### src/rtl/sprite_pkg.sv
// Shared definitions for the sprite hit detector: register field layout,
// coordinate/sprite geometry and helpers that decode a sprite register word.
package sprite_pkg;

    localparam int REG_W       = 32;
    localparam int COORD_W     = 10;
    localparam int ACT_BIT     = 29;
    localparam int X_LSB       = 19;
    localparam int Y_LSB       = 9;
    localparam int SPRITE_SIZE = 20;
    localparam int OFF_W       = $clog2(SPRITE_SIZE);

    typedef logic [COORD_W-1:0] coord_t;

    typedef struct packed {
        coord_t x;
        coord_t y;
    } sprite_pos_t;

    // Pull the X and Y origin fields out of a sprite register word.
    function automatic sprite_pos_t get_pos(input logic [REG_W-1:0] word);
        sprite_pos_t p;
        p.x = word[X_LSB +: COORD_W];
        p.y = word[Y_LSB +: COORD_W];
        return p;
    endfunction

    // The "register in use" flag of a sprite register word.
    function automatic logic is_active(input logic [REG_W-1:0] word);
        return word[ACT_BIT];
    endfunction

endpackage

### src/rtl/sprite_hit_detector_if.sv
// Pixel/bank-write bus into the hit detector and its hit/collision results.
interface sprite_hit_detector_if #(
    parameter int NUM_SPRITES = 8
);
    import sprite_pkg::*;

    localparam int IDX_W = (NUM_SPRITES > 1) ? $clog2(NUM_SPRITES) : 1;

    logic                   wr_en;
    logic [IDX_W-1:0]       wr_addr;
    logic [REG_W-1:0]       wr_data;
    logic                   pix_valid;
    coord_t                 pix_x;
    coord_t                 pix_y;
    logic                   frame_start;
    logic                   hit_valid;
    logic                   hit;
    logic [IDX_W-1:0]       hit_idx;
    logic [OFF_W-1:0]       off_x;
    logic [OFF_W-1:0]       off_y;
    logic [NUM_SPRITES-1:0] coll_acc;
    logic [NUM_SPRITES-1:0] coll_frame;

    // Pixel source / register writer side
    modport master (
        output wr_en, wr_addr, wr_data, pix_valid, pix_x, pix_y, frame_start,
        input  hit_valid, hit, hit_idx, off_x, off_y, coll_acc, coll_frame
    );

    // Detector side
    modport slave (
        input  wr_en, wr_addr, wr_data, pix_valid, pix_x, pix_y, frame_start,
        output hit_valid, hit, hit_idx, off_x, off_y, coll_acc, coll_frame
    );

endinterface

### src/rtl/sprite_box_cmp.sv
// Combinational box test of one pixel against one sprite register.
// Range ends are formed one bit wider than a coordinate so sprites near the
// right/bottom edge are clipped instead of wrapping around to column/row 0.
module sprite_box_cmp
    import sprite_pkg::*;
(
    input  logic [REG_W-1:0] reg_i,
    input  coord_t           pix_x_i,
    input  coord_t           pix_y_i,
    output logic             hit_o,
    output logic [OFF_W-1:0] off_x_o,
    output logic [OFF_W-1:0] off_y_o
);

    sprite_pos_t      pos;
    logic [COORD_W:0] x_end;
    logic [COORD_W:0] y_end;
    logic             in_x;
    logic             in_y;

    // Half-open [origin, origin+SPRITE_SIZE) test on each axis plus offsets
    always_comb begin
        pos     = get_pos(reg_i);
        x_end   = {1'b0, pos.x} + (COORD_W+1)'(SPRITE_SIZE);
        y_end   = {1'b0, pos.y} + (COORD_W+1)'(SPRITE_SIZE);
        in_x    = (pix_x_i >= pos.x) && ({1'b0, pix_x_i} < x_end);
        in_y    = (pix_y_i >= pos.y) && ({1'b0, pix_y_i} < y_end);
        hit_o   = is_active(reg_i) && in_x && in_y;
        off_x_o = OFF_W'(pix_x_i - pos.x);
        off_y_o = OFF_W'(pix_y_i - pos.y);
    end

endmodule

### src/rtl/sprite_hit_detector.sv
// Sprite register bank with a 2-stage hit pipeline: stage 1 registers the
// per-sprite hit vector and offsets, stage 2 priority-encodes the lowest
// hitting sprite and accumulates per-frame sprite-to-sprite collisions.
module sprite_hit_detector
    import sprite_pkg::*;
#(
    parameter int NUM_SPRITES = 8
) (
    input  logic                 clk,
    input  logic                 reset,
    sprite_hit_detector_if.slave bus
);

    localparam int IDX_W = (NUM_SPRITES > 1) ? $clog2(NUM_SPRITES) : 1;

    // True when two or more bits of the hit vector are set.
    function automatic logic multi_hit(input logic [NUM_SPRITES-1:0] v);
        return (v & (v - NUM_SPRITES'(1))) != '0;
    endfunction

    logic [REG_W-1:0]       bank_q    [NUM_SPRITES];
    logic [NUM_SPRITES-1:0] hit_vec;
    logic [OFF_W-1:0]       off_x_vec [NUM_SPRITES];
    logic [OFF_W-1:0]       off_y_vec [NUM_SPRITES];

    logic                   vld_p1_q;
    logic                   fs_p1_q;
    logic [NUM_SPRITES-1:0] hit_p1_q;
    logic [OFF_W-1:0]       off_x_p1_q [NUM_SPRITES];
    logic [OFF_W-1:0]       off_y_p1_q [NUM_SPRITES];

    logic                   hit_d;
    logic [IDX_W-1:0]       hit_idx_d;
    logic [OFF_W-1:0]       off_x_d;
    logic [OFF_W-1:0]       off_y_d;
    logic [NUM_SPRITES-1:0] coll_vec_d;
    logic [NUM_SPRITES-1:0] coll_acc_d;
    logic [NUM_SPRITES-1:0] coll_frame_d;

    logic                   vld_p2_q;
    logic                   hit_p2_q;
    logic [IDX_W-1:0]       hit_idx_p2_q;
    logic [OFF_W-1:0]       off_x_p2_q;
    logic [OFF_W-1:0]       off_y_p2_q;
    logic [NUM_SPRITES-1:0] coll_acc_q;
    logic [NUM_SPRITES-1:0] coll_frame_q;

    // Register bank; a pixel in the write cycle still sees the old word
    always_ff @(posedge clk) begin
        if (reset) begin
            for (int i = 0; i < NUM_SPRITES; i++) begin
                bank_q[i] <= '0;
            end
        end else if (bus.wr_en && (32'(bus.wr_addr) < NUM_SPRITES)) begin
            bank_q[bus.wr_addr] <= bus.wr_data;
        end
    end

    for (genvar g = 0; g < NUM_SPRITES; g++) begin : g_cmp
        sprite_box_cmp u_cmp (
            .reg_i   (bank_q[g]),
            .pix_x_i (bus.pix_x),
            .pix_y_i (bus.pix_y),
            .hit_o   (hit_vec[g]),
            .off_x_o (off_x_vec[g]),
            .off_y_o (off_y_vec[g])
        );
    end

    // ---- stage 1: hit vector and frame marker, gated by pixel valid ----
    always_ff @(posedge clk) begin
        if (reset) begin
            vld_p1_q <= 1'b0;
            fs_p1_q  <= 1'b0;
            hit_p1_q <= '0;
        end else begin
            vld_p1_q <= bus.pix_valid;
            fs_p1_q  <= bus.pix_valid & bus.frame_start;
            hit_p1_q <= bus.pix_valid ? hit_vec : '0;
        end
    end

    // Stage 1 offsets are pure data and only matter when a hit bit is set
    always_ff @(posedge clk) begin
        for (int i = 0; i < NUM_SPRITES; i++) begin
            off_x_p1_q[i] <= off_x_vec[i];
            off_y_p1_q[i] <= off_y_vec[i];
        end
    end

    // Lowest-index priority select, collision vector and frame rollover
    always_comb begin
        hit_idx_d = '0;
        for (int i = NUM_SPRITES - 1; i >= 0; i--) begin
            if (hit_p1_q[i]) begin
                hit_idx_d = IDX_W'(i);
            end
        end
        hit_d      = |hit_p1_q;
        off_x_d    = hit_d ? off_x_p1_q[hit_idx_d] : '0;
        off_y_d    = hit_d ? off_y_p1_q[hit_idx_d] : '0;
        coll_vec_d = multi_hit(hit_p1_q) ? hit_p1_q : '0;
        if (vld_p1_q && fs_p1_q) begin
            // The frame-start pixel opens the new frame
            coll_frame_d = coll_acc_q;
            coll_acc_d   = coll_vec_d;
        end else begin
            coll_frame_d = coll_frame_q;
            coll_acc_d   = coll_acc_q | coll_vec_d;
        end
    end

    // ---- stage 2: output register ----
    always_ff @(posedge clk) begin
        if (reset) begin
            vld_p2_q     <= 1'b0;
            hit_p2_q     <= 1'b0;
            hit_idx_p2_q <= '0;
            off_x_p2_q   <= '0;
            off_y_p2_q   <= '0;
            coll_acc_q   <= '0;
            coll_frame_q <= '0;
        end else begin
            vld_p2_q     <= vld_p1_q;
            hit_p2_q     <= hit_d;
            hit_idx_p2_q <= hit_idx_d;
            off_x_p2_q   <= off_x_d;
            off_y_p2_q   <= off_y_d;
            coll_acc_q   <= coll_acc_d;
            coll_frame_q <= coll_frame_d;
        end
    end

    assign bus.hit_valid  = vld_p2_q;
    assign bus.hit        = hit_p2_q;
    assign bus.hit_idx    = hit_idx_p2_q;
    assign bus.off_x      = off_x_p2_q;
    assign bus.off_y      = off_y_p2_q;
    assign bus.coll_acc   = coll_acc_q;
    assign bus.coll_frame = coll_frame_q;

endmodule

### src/flat_wrapper.sv
// flat-port wrapper written by rule: the top's interface ports become plain ports
module sprite_hit_detector_flat import sprite_pkg::*;
#(
    parameter int NUM_SPRITES = 8
)
  (clk, reset, bus_wr_en, bus_wr_addr, bus_wr_data, bus_pix_valid, bus_pix_x, bus_pix_y, bus_frame_start, bus_hit_valid, bus_hit, bus_hit_idx, bus_off_x, bus_off_y, bus_coll_acc, bus_coll_frame);
  sprite_hit_detector_if #(.NUM_SPRITES(NUM_SPRITES)) bus_i ();
  input  logic clk;
  input  logic reset;
  input wire logic [$bits(bus_i.wr_en)-1:0] bus_wr_en;
  input wire logic [$bits(bus_i.wr_addr)-1:0] bus_wr_addr;
  input wire logic [$bits(bus_i.wr_data)-1:0] bus_wr_data;
  input wire logic [$bits(bus_i.pix_valid)-1:0] bus_pix_valid;
  input wire logic [$bits(bus_i.pix_x)-1:0] bus_pix_x;
  input wire logic [$bits(bus_i.pix_y)-1:0] bus_pix_y;
  input wire logic [$bits(bus_i.frame_start)-1:0] bus_frame_start;
  output wire logic [$bits(bus_i.hit_valid)-1:0] bus_hit_valid;
  output wire logic [$bits(bus_i.hit)-1:0] bus_hit;
  output wire logic [$bits(bus_i.hit_idx)-1:0] bus_hit_idx;
  output wire logic [$bits(bus_i.off_x)-1:0] bus_off_x;
  output wire logic [$bits(bus_i.off_y)-1:0] bus_off_y;
  output wire logic [$bits(bus_i.coll_acc)-1:0] bus_coll_acc;
  output wire logic [$bits(bus_i.coll_frame)-1:0] bus_coll_frame;
  assign bus_i.wr_en = bus_wr_en;
  assign bus_i.wr_addr = bus_wr_addr;
  assign bus_i.wr_data = bus_wr_data;
  assign bus_i.pix_valid = bus_pix_valid;
  assign bus_i.pix_x = bus_pix_x;
  assign bus_i.pix_y = bus_pix_y;
  assign bus_i.frame_start = bus_frame_start;
  assign bus_hit_valid = bus_i.hit_valid;
  assign bus_hit = bus_i.hit;
  assign bus_hit_idx = bus_i.hit_idx;
  assign bus_off_x = bus_i.off_x;
  assign bus_off_y = bus_i.off_y;
  assign bus_coll_acc = bus_i.coll_acc;
  assign bus_coll_frame = bus_i.coll_frame;
  sprite_hit_detector #(.NUM_SPRITES(NUM_SPRITES)) u_core (.clk(clk), .reset(reset), .bus(bus_i));
endmodule
### config.mk
export PLATFORM = sky130hd
export DESIGN_NAME = sprite_hit_detector_flat
export DESIGN_NICKNAME = d
export VERILOG_FILES = /design/src/rtl/sprite_pkg.sv /design/src/rtl/sprite_hit_detector_if.sv /design/src/rtl/sprite_box_cmp.sv /design/src/rtl/sprite_hit_detector.sv /design/src/flat_wrapper.sv
export SDC_FILE = /design/constraint.sdc
export NUM_CORES = 1
export LEC_CHECK = 0
export CAP_MARGIN = 20
export CORE_ASPECT_RATIO = 0.75
export CORE_UTILIZATION = 55
export DETAILED_ROUTE_END_ITERATION = 16
export DONT_BUFFER_PORTS = 1
export PLACE_DENSITY = 0.84
export SETUP_SLACK_MARGIN = 0.1
export SLEW_MARGIN = 20
export SYNTH_ARGS = -nofsm -noshare
export SYNTH_HDL_FRONTEND = slang
export SYNTH_SLANG_ARGS = --single-unit
### constraint.sdc
create_clock -name clk -period 2.6 [get_ports clk]
set_clock_uncertainty 0.2 [all_clocks]
set_input_delay 0.26 -clock clk [delete_from_list [all_inputs] [get_ports clk]]
set_output_delay 0.26 -clock clk [all_outputs]
set_load 0.005 [all_outputs]
; Word-level counts from Yosys, hierarchy flattened
; Memory sizes are Yosys's and may differ from the RTL's. A register that Yosys moved wholly into a read port is not among the register bits.
; Cells that the tools add are included.
[totals]
n_memories = 3
out_inout_bits = 31
inputBits = 60
ff_bits = 31
rom_bits = 0
word_cells = 137
ramBits = 336
latchBits = 0
[op_classes]
div_mod_pow = 0
shifts = 0
order_cmp = 32
addsub = 33
n_reduce_logical = 38
bitwise_logic = 5
muxes = 18
mul = 0
n_eq_ne = 0
[mem_list]
columns = memory, words, word_bits, read_ports, rd_ports_with_merged_regs, wr, line
row1 = u_core.bank_q, 8, 32, 8, 0, 8, sprite_hit_detector.sv:21  ; logic [REG_W-1:0] bank_q [NUM_SPRITES];
row2 = u_core.off_x_p1_q, 8, 5, 1, 1, 8, sprite_hit_detector.sv:29  ; logic [OFF_W-1:0] off_x_p1_q [NUM_SPRITES];
row3 = u_core.off_y_p1_q, 8, 5, 1, 1, 8, sprite_hit_detector.sv:30  ; logic [OFF_W-1:0] off_y_p1_q [NUM_SPRITES];
[ops]
columns = op, count
row1 = "10-bit by 5-bit adder with 11-bit output, second input constant", 16
row2 = 10-bit by 11-bit less-than comparator with 1-bit output, 16
row3 = 10-bit >= comparator, 16
row4 = 5-bit subtractor, 16
row5 = 1-bit logical AND, 33
row6 = 32-bit two-way mux, 1
row7 = 32-bit OR reduction, 1
row8 = 3-bit two-way mux, 9
row9 = 8-bit two-way mux, 2
row10 = 8-bit AND, 1
row11 = 8-bit bitwise OR, 1
row12 = 8-bit nonzero test, 1
row13 = 8-bit OR reduction, 1
row14 = "8-bit by 1-bit subtractor with 8-bit output, second input constant", 1
row15 = 1-bit two-way mux, 6
row16 = 2-bit OR reduction, 2
row17 = 1-bit NOT, 2
row18 = 1-bit AND, 1

; Longest topological paths before layout
[depth]
depth_word = 8
depth_mapped = 10
mapped_depth_nobuf = 10

; By module
; A second synthesis with hierarchy kept.
[hier_totals]
cells_unflattened = 2175
hier_area_um2 = 23223.5
[modules_own_cells]
columns = mod, cells_per_inst, seq_area_each_um2, area_each_um2, instances
row1 = sprite_hit_detector, 903, 10109.7, 13347.8, 1
row2 = sprite_box_cmp (u_core.g_cmp[0].u_cmp ...), 160, 0.0, 1232.4, 4
row3 = sprite_box_cmp (u_core.g_cmp[4].u_cmp ...), 159, 0.0, 1241.2, 2
row4 = sprite_box_cmp (u_core.g_cmp[6].u_cmp), 156, 0.0, 1232.4, 1
row5 = sprite_box_cmp (u_core.g_cmp[3].u_cmp), 158, 0.0, 1231.2, 1

; Least setup slack after synthesis
; OpenSTA, ideal clock, no wires.
[synth_path]
kind = flip-flop to flip-flop
startpoint = memory u_core.bank_q[1][11]
endpoint = register u_core.hit_p1_q[1]
n_path_buf = 0
t_arrival_ns = 2.420
slack_ns = -0.108
synth_period_minus_slack_ns = 2.708
required_ns = 2.312
setup_ns = 0.088
path_stages_with_launch = 10
path_cell_list = edfxtp_1 -> ha_1 -> o2111ai_1 -> xnor2_1 -> ha_1 -> or4_1 -> a2111oi_0 -> a21boi_1 -> o31ai_1 -> nor4_2
[synth_rtl]
columns = item, line
row1 = "start, declared", sprite_hit_detector.sv:21
row2 = "end signal, assigned", sprite_hit_detector.sv:79  ; hit_p1_q <= bus.pix_valid ? hit_vec : '0;
row3 = "end, declared", sprite_hit_detector.sv:28  ; logic [NUM_SPRITES-1:0] hit_p1_q;

==> results by stage <==
Outcome:
- The flow ran to the end, but the final reports show violations.
- The final reports fail on negative setup slack.

Timing:
- The final count of pins violating max slew is 0.
- The clock period minus final worst setup slack is 2688 ps.
- Setup repair after global routing could not meet its margin everywhere.
- Setup total negative slack on the finished layout was measured at -110.5 ps.
- The actual slew at the worst max-slew pin is 1025 ps.
- Hold timing on the final database bottoms out at a slack of 8.285 ps.
- The share of the clock period used by the worst path is 1.034.
- The setup-violating endpoint count in the final report is 2.
- The number of hold-slack violations in the final timing report came to 0.
- The setup slack of the critical path after layout is -87.70 ps.
- Derived from the worst setup path, the maximum achievable clock frequency is 372.1 MHz.
- Headroom to the max-slew limit came out at 0.3146.

Worst setup path:
- STA puts the critical path data required time at 2940 ps.
- The depth of the most critical reg-to-reg path is 11.
- STA classifies the critical path startpoint as a flop.
- The type of destination of the critical path is a flop.
- Of all nets on the critical path, the largest fanout is 3.
- The worst endpoint data arrival time is 3030 ps.
- The worst setup path is of the flop to flop kind.

Logic synthesis:
- The biggest area consumer among synthesized cells is sky130_fd_sc_hd__edfxtp_1.
- The number of flops mapped to enable cells by yosys is 168.
- For this run, the leading register cell type out of synthesis is sky130_fd_sc_hd__edfxtp_1.
- Synthesis inferred 289 register bits.
- Of the post-synthesis cell area, the dominant cell type holds 0.2619.
- Counting every net in the synthesized netlist gives 2,248.
- The synthesized area is 0.01927 sq mm.
- Dividing the synthesized area by the synthesized cell count gives 10.31 sq um.
- The fraction of registers with async set/reset is 0.
- Sorting the synthesized cells by area gives the leading types as sky130_fd_sc_hd__edfxtp_1, sky130_fd_sc_hd__ha_1, sky130_fd_sc_hd__dfxtp_1, sky130_fd_sc_hd__xnor2_1, sky130_fd_sc_hd__and2_1.
- The gate count after technology mapping is 1,868.
- Counting distinct cell types in the post-synthesis netlist gives 75.
- The share of the Yosys chip area taken by registers is 0.3876.
- The Yosys warning count is 0.

Finish:
- The most common library cell in the layout ignoring fill and taps is sky130_fd_sc_hd__ha_1.
- The layout cell share with drive strength beyond 1 is 0.1350.
- Summing all multi-input logic gate instances after layout gives 0.01151 sq mm.
- The filler cell count is 2,379.
- After routing the design area is 0.02278 sq mm.
- The top cell types in the final layout, fill and taps aside, are sky130_fd_sc_hd__ha_1, sky130_fd_sc_hd__inv_1, sky130_fd_sc_hd__and2_1, sky130_fd_sc_hd__edfxtp_1.
- For this run, the post-layout net count is 2,414.
- The area overhead of the layout relative to synthesis is 18.25%.
- The register area is 0.007470 sq mm.
- Once layout is complete, the cells apart from fillers number 2,512.

Job:
- The max-capacitance violation count is 0.

Pwr:
- The largest voltage drop on the vdd net is 0.6633 mV.
- The clock network fraction of design power is 0.344.
- The total power per unit cell area is 569.3 mW/mm^2.
- The internal power summed over all cells is 9175 uW.
- The net switching fraction of the power is 0.2926.
- In this run the static leakage power is 0.009932 uW.
- The part of the power in combinational logic is 0.231.
- The sequential share of power is 0.425.
- The completed layout was analyzed and its total power is 12,970 uW.
- The power dissipated by switching net loads is 3795 uW.

Placed design:
- The half-perimeter wire length after placement is 37,550 microns.
- The placed instances occupy a cell area of 0.02031 sq mm.
- Once placement completed, the tool counted placed cells totaling 2,364.
- At the end of routability-driven placement, the weighted congestion stood at 0.9305.
- The number of buffers added on ports is 0.

Drt:
- In this run the remaining antenna-violating nets after routing total 0.
- The first detailed-routing pass ran for 6 iterations.
- The overall routed net length is 57,800 microns.
- The initial DRC count is 1,787.
- After detailed routing, the number of remaining DRC violations is 0.
- The detailed-route wire length per cell is 23.01 microns.
- For this block, the via count after detailed routing is 15,510.
- Dividing the detail-routed via count by the number of cells gives 6.176.

Die:
- The area of the core is 0.03396 sq mm.
- The initial utilization of the core area, before any placement, comes to 0.5673.
- 91 I/O pins were placed.
- The height of the die is 164.1 microns.
- The die covers 0.03579 sq mm.
- After floorplanning, the core was divided into 58 placement rows.
- Measured along the x axis, the die boundary spans 218.1 microns.

CTS:
- The deepest level of the CTS H-tree is 1.
- The clock-pin transition on the worst setup and hold timing paths is 70 ps.
- The TritonCTS clock tree is built.
- Clock tree synthesis selected as its root buffer the cell sky130_fd_sc_hd__clkbuf_16.
- The clock insertion delay at the later pin of the skew report is 590 ps.
- The clock passes through at most 3 buffers.
- The tree built by TritonCTS fans out to 289 sinks.
- The number of clock buffers added by TritonCTS is 31.

Hold path:
- The path type of the worst min-delay path is primary input to flop.
- The number of cells on the worst hold path is 3.

Global route:
- Entering global routing, the biggest net connects 28 pins.
- The via count of the first global-routing pass is 15,170.
- The initial antenna violation count is 3.
- The first global-routing pass estimated 84,530 microns of wire.
- The total grt overflow is 0.
- For this run, the total global-route usage over all layers was measured as 0.3138.
==> cell type report <==
cell class / instances / share of cell area
Multi-Input combinational cell: 1332 / 0.5051
Clock inverter: 16 / 0.004558
Clock buffer: 42 / 0.04092
Timing Repair Buffer: 160 / 0.06030
Inverter: 220 / 0.03625
Sequential cell: 289 / 0.3279
Tap cell: 450 / 0.02471
Antenna cell: 3 / 0.0003295
==> per-stage QoR <==
stage,setup WS [ps],utilization
after floorplan,49.49,-
after detailed placement,-203.0,0.5979
after global placement,-143.7,0.5979
after global routing,-150.6,0.6706
after CTS,-8.646,0.6558
final,-87.70,0.6708
==> worst max-delay path, cell delays in order, from the launching register on <==
cell,delay [ps]
sky130_fd_sc_hd__edfxtp_1,490
sky130_fd_sc_hd__ha_4,230
sky130_fd_sc_hd__o21ai_2,120
sky130_fd_sc_hd__xnor2_1,130
sky130_fd_sc_hd__ha_1,260
sky130_fd_sc_hd__o21a_1,200
sky130_fd_sc_hd__o21ai_2,130
sky130_fd_sc_hd__nand2b_1,100
sky130_fd_sc_hd__a21oi_2,180
sky130_fd_sc_hd__o31ai_4,110
sky130_fd_sc_hd__nor4b_4,320
sky130_fd_sc_hd__buf_4,160
==> layer usage <==
metal / part of all wire / vias to the layer above / routed length, microns / GRT usage
met5: 0 / - / 0 / 0
met4: 0.048 / 0 / 2763 / 0.1332
met3: 0.13 / 211 / 7670 / 0.07574
met1: 0.39 / 7327 / 22350 / 0.4181
met2: 0.43 / 977 / 25010 / 0.4874
li1: - / 6998 / - / -
==> cells by family (layout without fill, tap and decap cells) <==
group                    after synthesis  count (layout)  share of synthesized area
buffers and inverters                248             438                    0.04942
AND/OR/NAND/NOR                      448             448                     0.1281
AO/OA/AOI/OAI                        388             389                     0.1364
adder cells (fa/ha/maj)              321             321                     0.2146
flip-flops                           289             289                     0.3876
XOR/XNOR                             144             144                    0.06546
other                                  0               3                          0
multiplexers                          30              30                    0.01844
==> flip-flops by register name, summed over array words and instances (netlist names) <==
register,count
u_core.bank_q,168
u_core.off_x_p1_q,40
u_core.off_y_p1_q,40
u_core.bus.coll_acc,8
u_core.bus.coll_frame,8
u_core.hit_p1_q,8
u_core.bus.off_x,5
u_core.bus.off_y,5
u_core.bus.hit_idx,3
u_core.bus.hit,1
u_core.bus.hit_valid,1
u_core.fs_p1_q,1
u_core.vld_p1_q,1
==> synthesized netlist by cell type (9+ instances only) <==
cell                        instances
sky130_fd_sc_hd__o211ai_1          17
sky130_fd_sc_hd__mux2_2             9
sky130_fd_sc_hd__fa_1              16
sky130_fd_sc_hd__nor4_1            21
sky130_fd_sc_hd__o21a_1            36
sky130_fd_sc_hd__mux2i_1           10
sky130_fd_sc_hd__o21ai_0           63
sky130_fd_sc_hd__a21oi_1           99
sky130_fd_sc_hd__nand2_1           72
sky130_fd_sc_hd__nand2b_1          19
sky130_fd_sc_hd__a2111oi_0         13
sky130_fd_sc_hd__clkbuf_1          21
sky130_fd_sc_hd__a22oi_1           12
sky130_fd_sc_hd__xnor2_1          122
sky130_fd_sc_hd__a21o_1            32
sky130_fd_sc_hd__and2_1           170
sky130_fd_sc_hd__dfxtp_1          121
sky130_fd_sc_hd__nor3_1            18
sky130_fd_sc_hd__o2111ai_1         25
sky130_fd_sc_hd__edfxtp_1         168
sky130_fd_sc_hd__xor2_1            22
sky130_fd_sc_hd__nor2_1            79
sky130_fd_sc_hd__ha_1             304
sky130_fd_sc_hd__nor2b_1           25
sky130_fd_sc_hd__a31oi_1           13
sky130_fd_sc_hd__inv_1            219
==> worst paths after layout <==
path | startpoint | end | slack [ps]
setup / recovery | u_core.bank_q[3][11] | u_core.hit_p1_q[3] | -90
hold / removal | bus_pix_x[1] | u_core.off_x_p1_q[1][1] | 8
setup reg to reg | u_core.bank_q[3][11] | u_core.hit_p1_q[3] | -90
hold reg to reg | u_core.vld_p1_q | u_core.bus.hit_valid | 270
==> power groups by stage <==
stage                     registers (uW)  logic [uW]  clock network (uW)
after CTS                           5490        2750                4470
after global placement              5560        2250                   0
final                               5520        2990                4460
after detailed placement            5580        2410                   0
after global routing                5550        3260                4650
after floorplan                     5510        1770                   0
==> repair_timing <==
| item | CTS | global route |
|---|---|---|
| hold buffers | 57 | 0 |
| endpoints found under the hold margin | 258 | 0 |
| pin swaps | 26 | 31 |
| gates resized for setup | 55 | 65 |
| buffers inserted | 13 | 16 |
| endpoints found under the setup margin | 16 | 20 |
| cloned | 0 | 1 |
No activity file was read; power rests on OpenSTA's default activity.
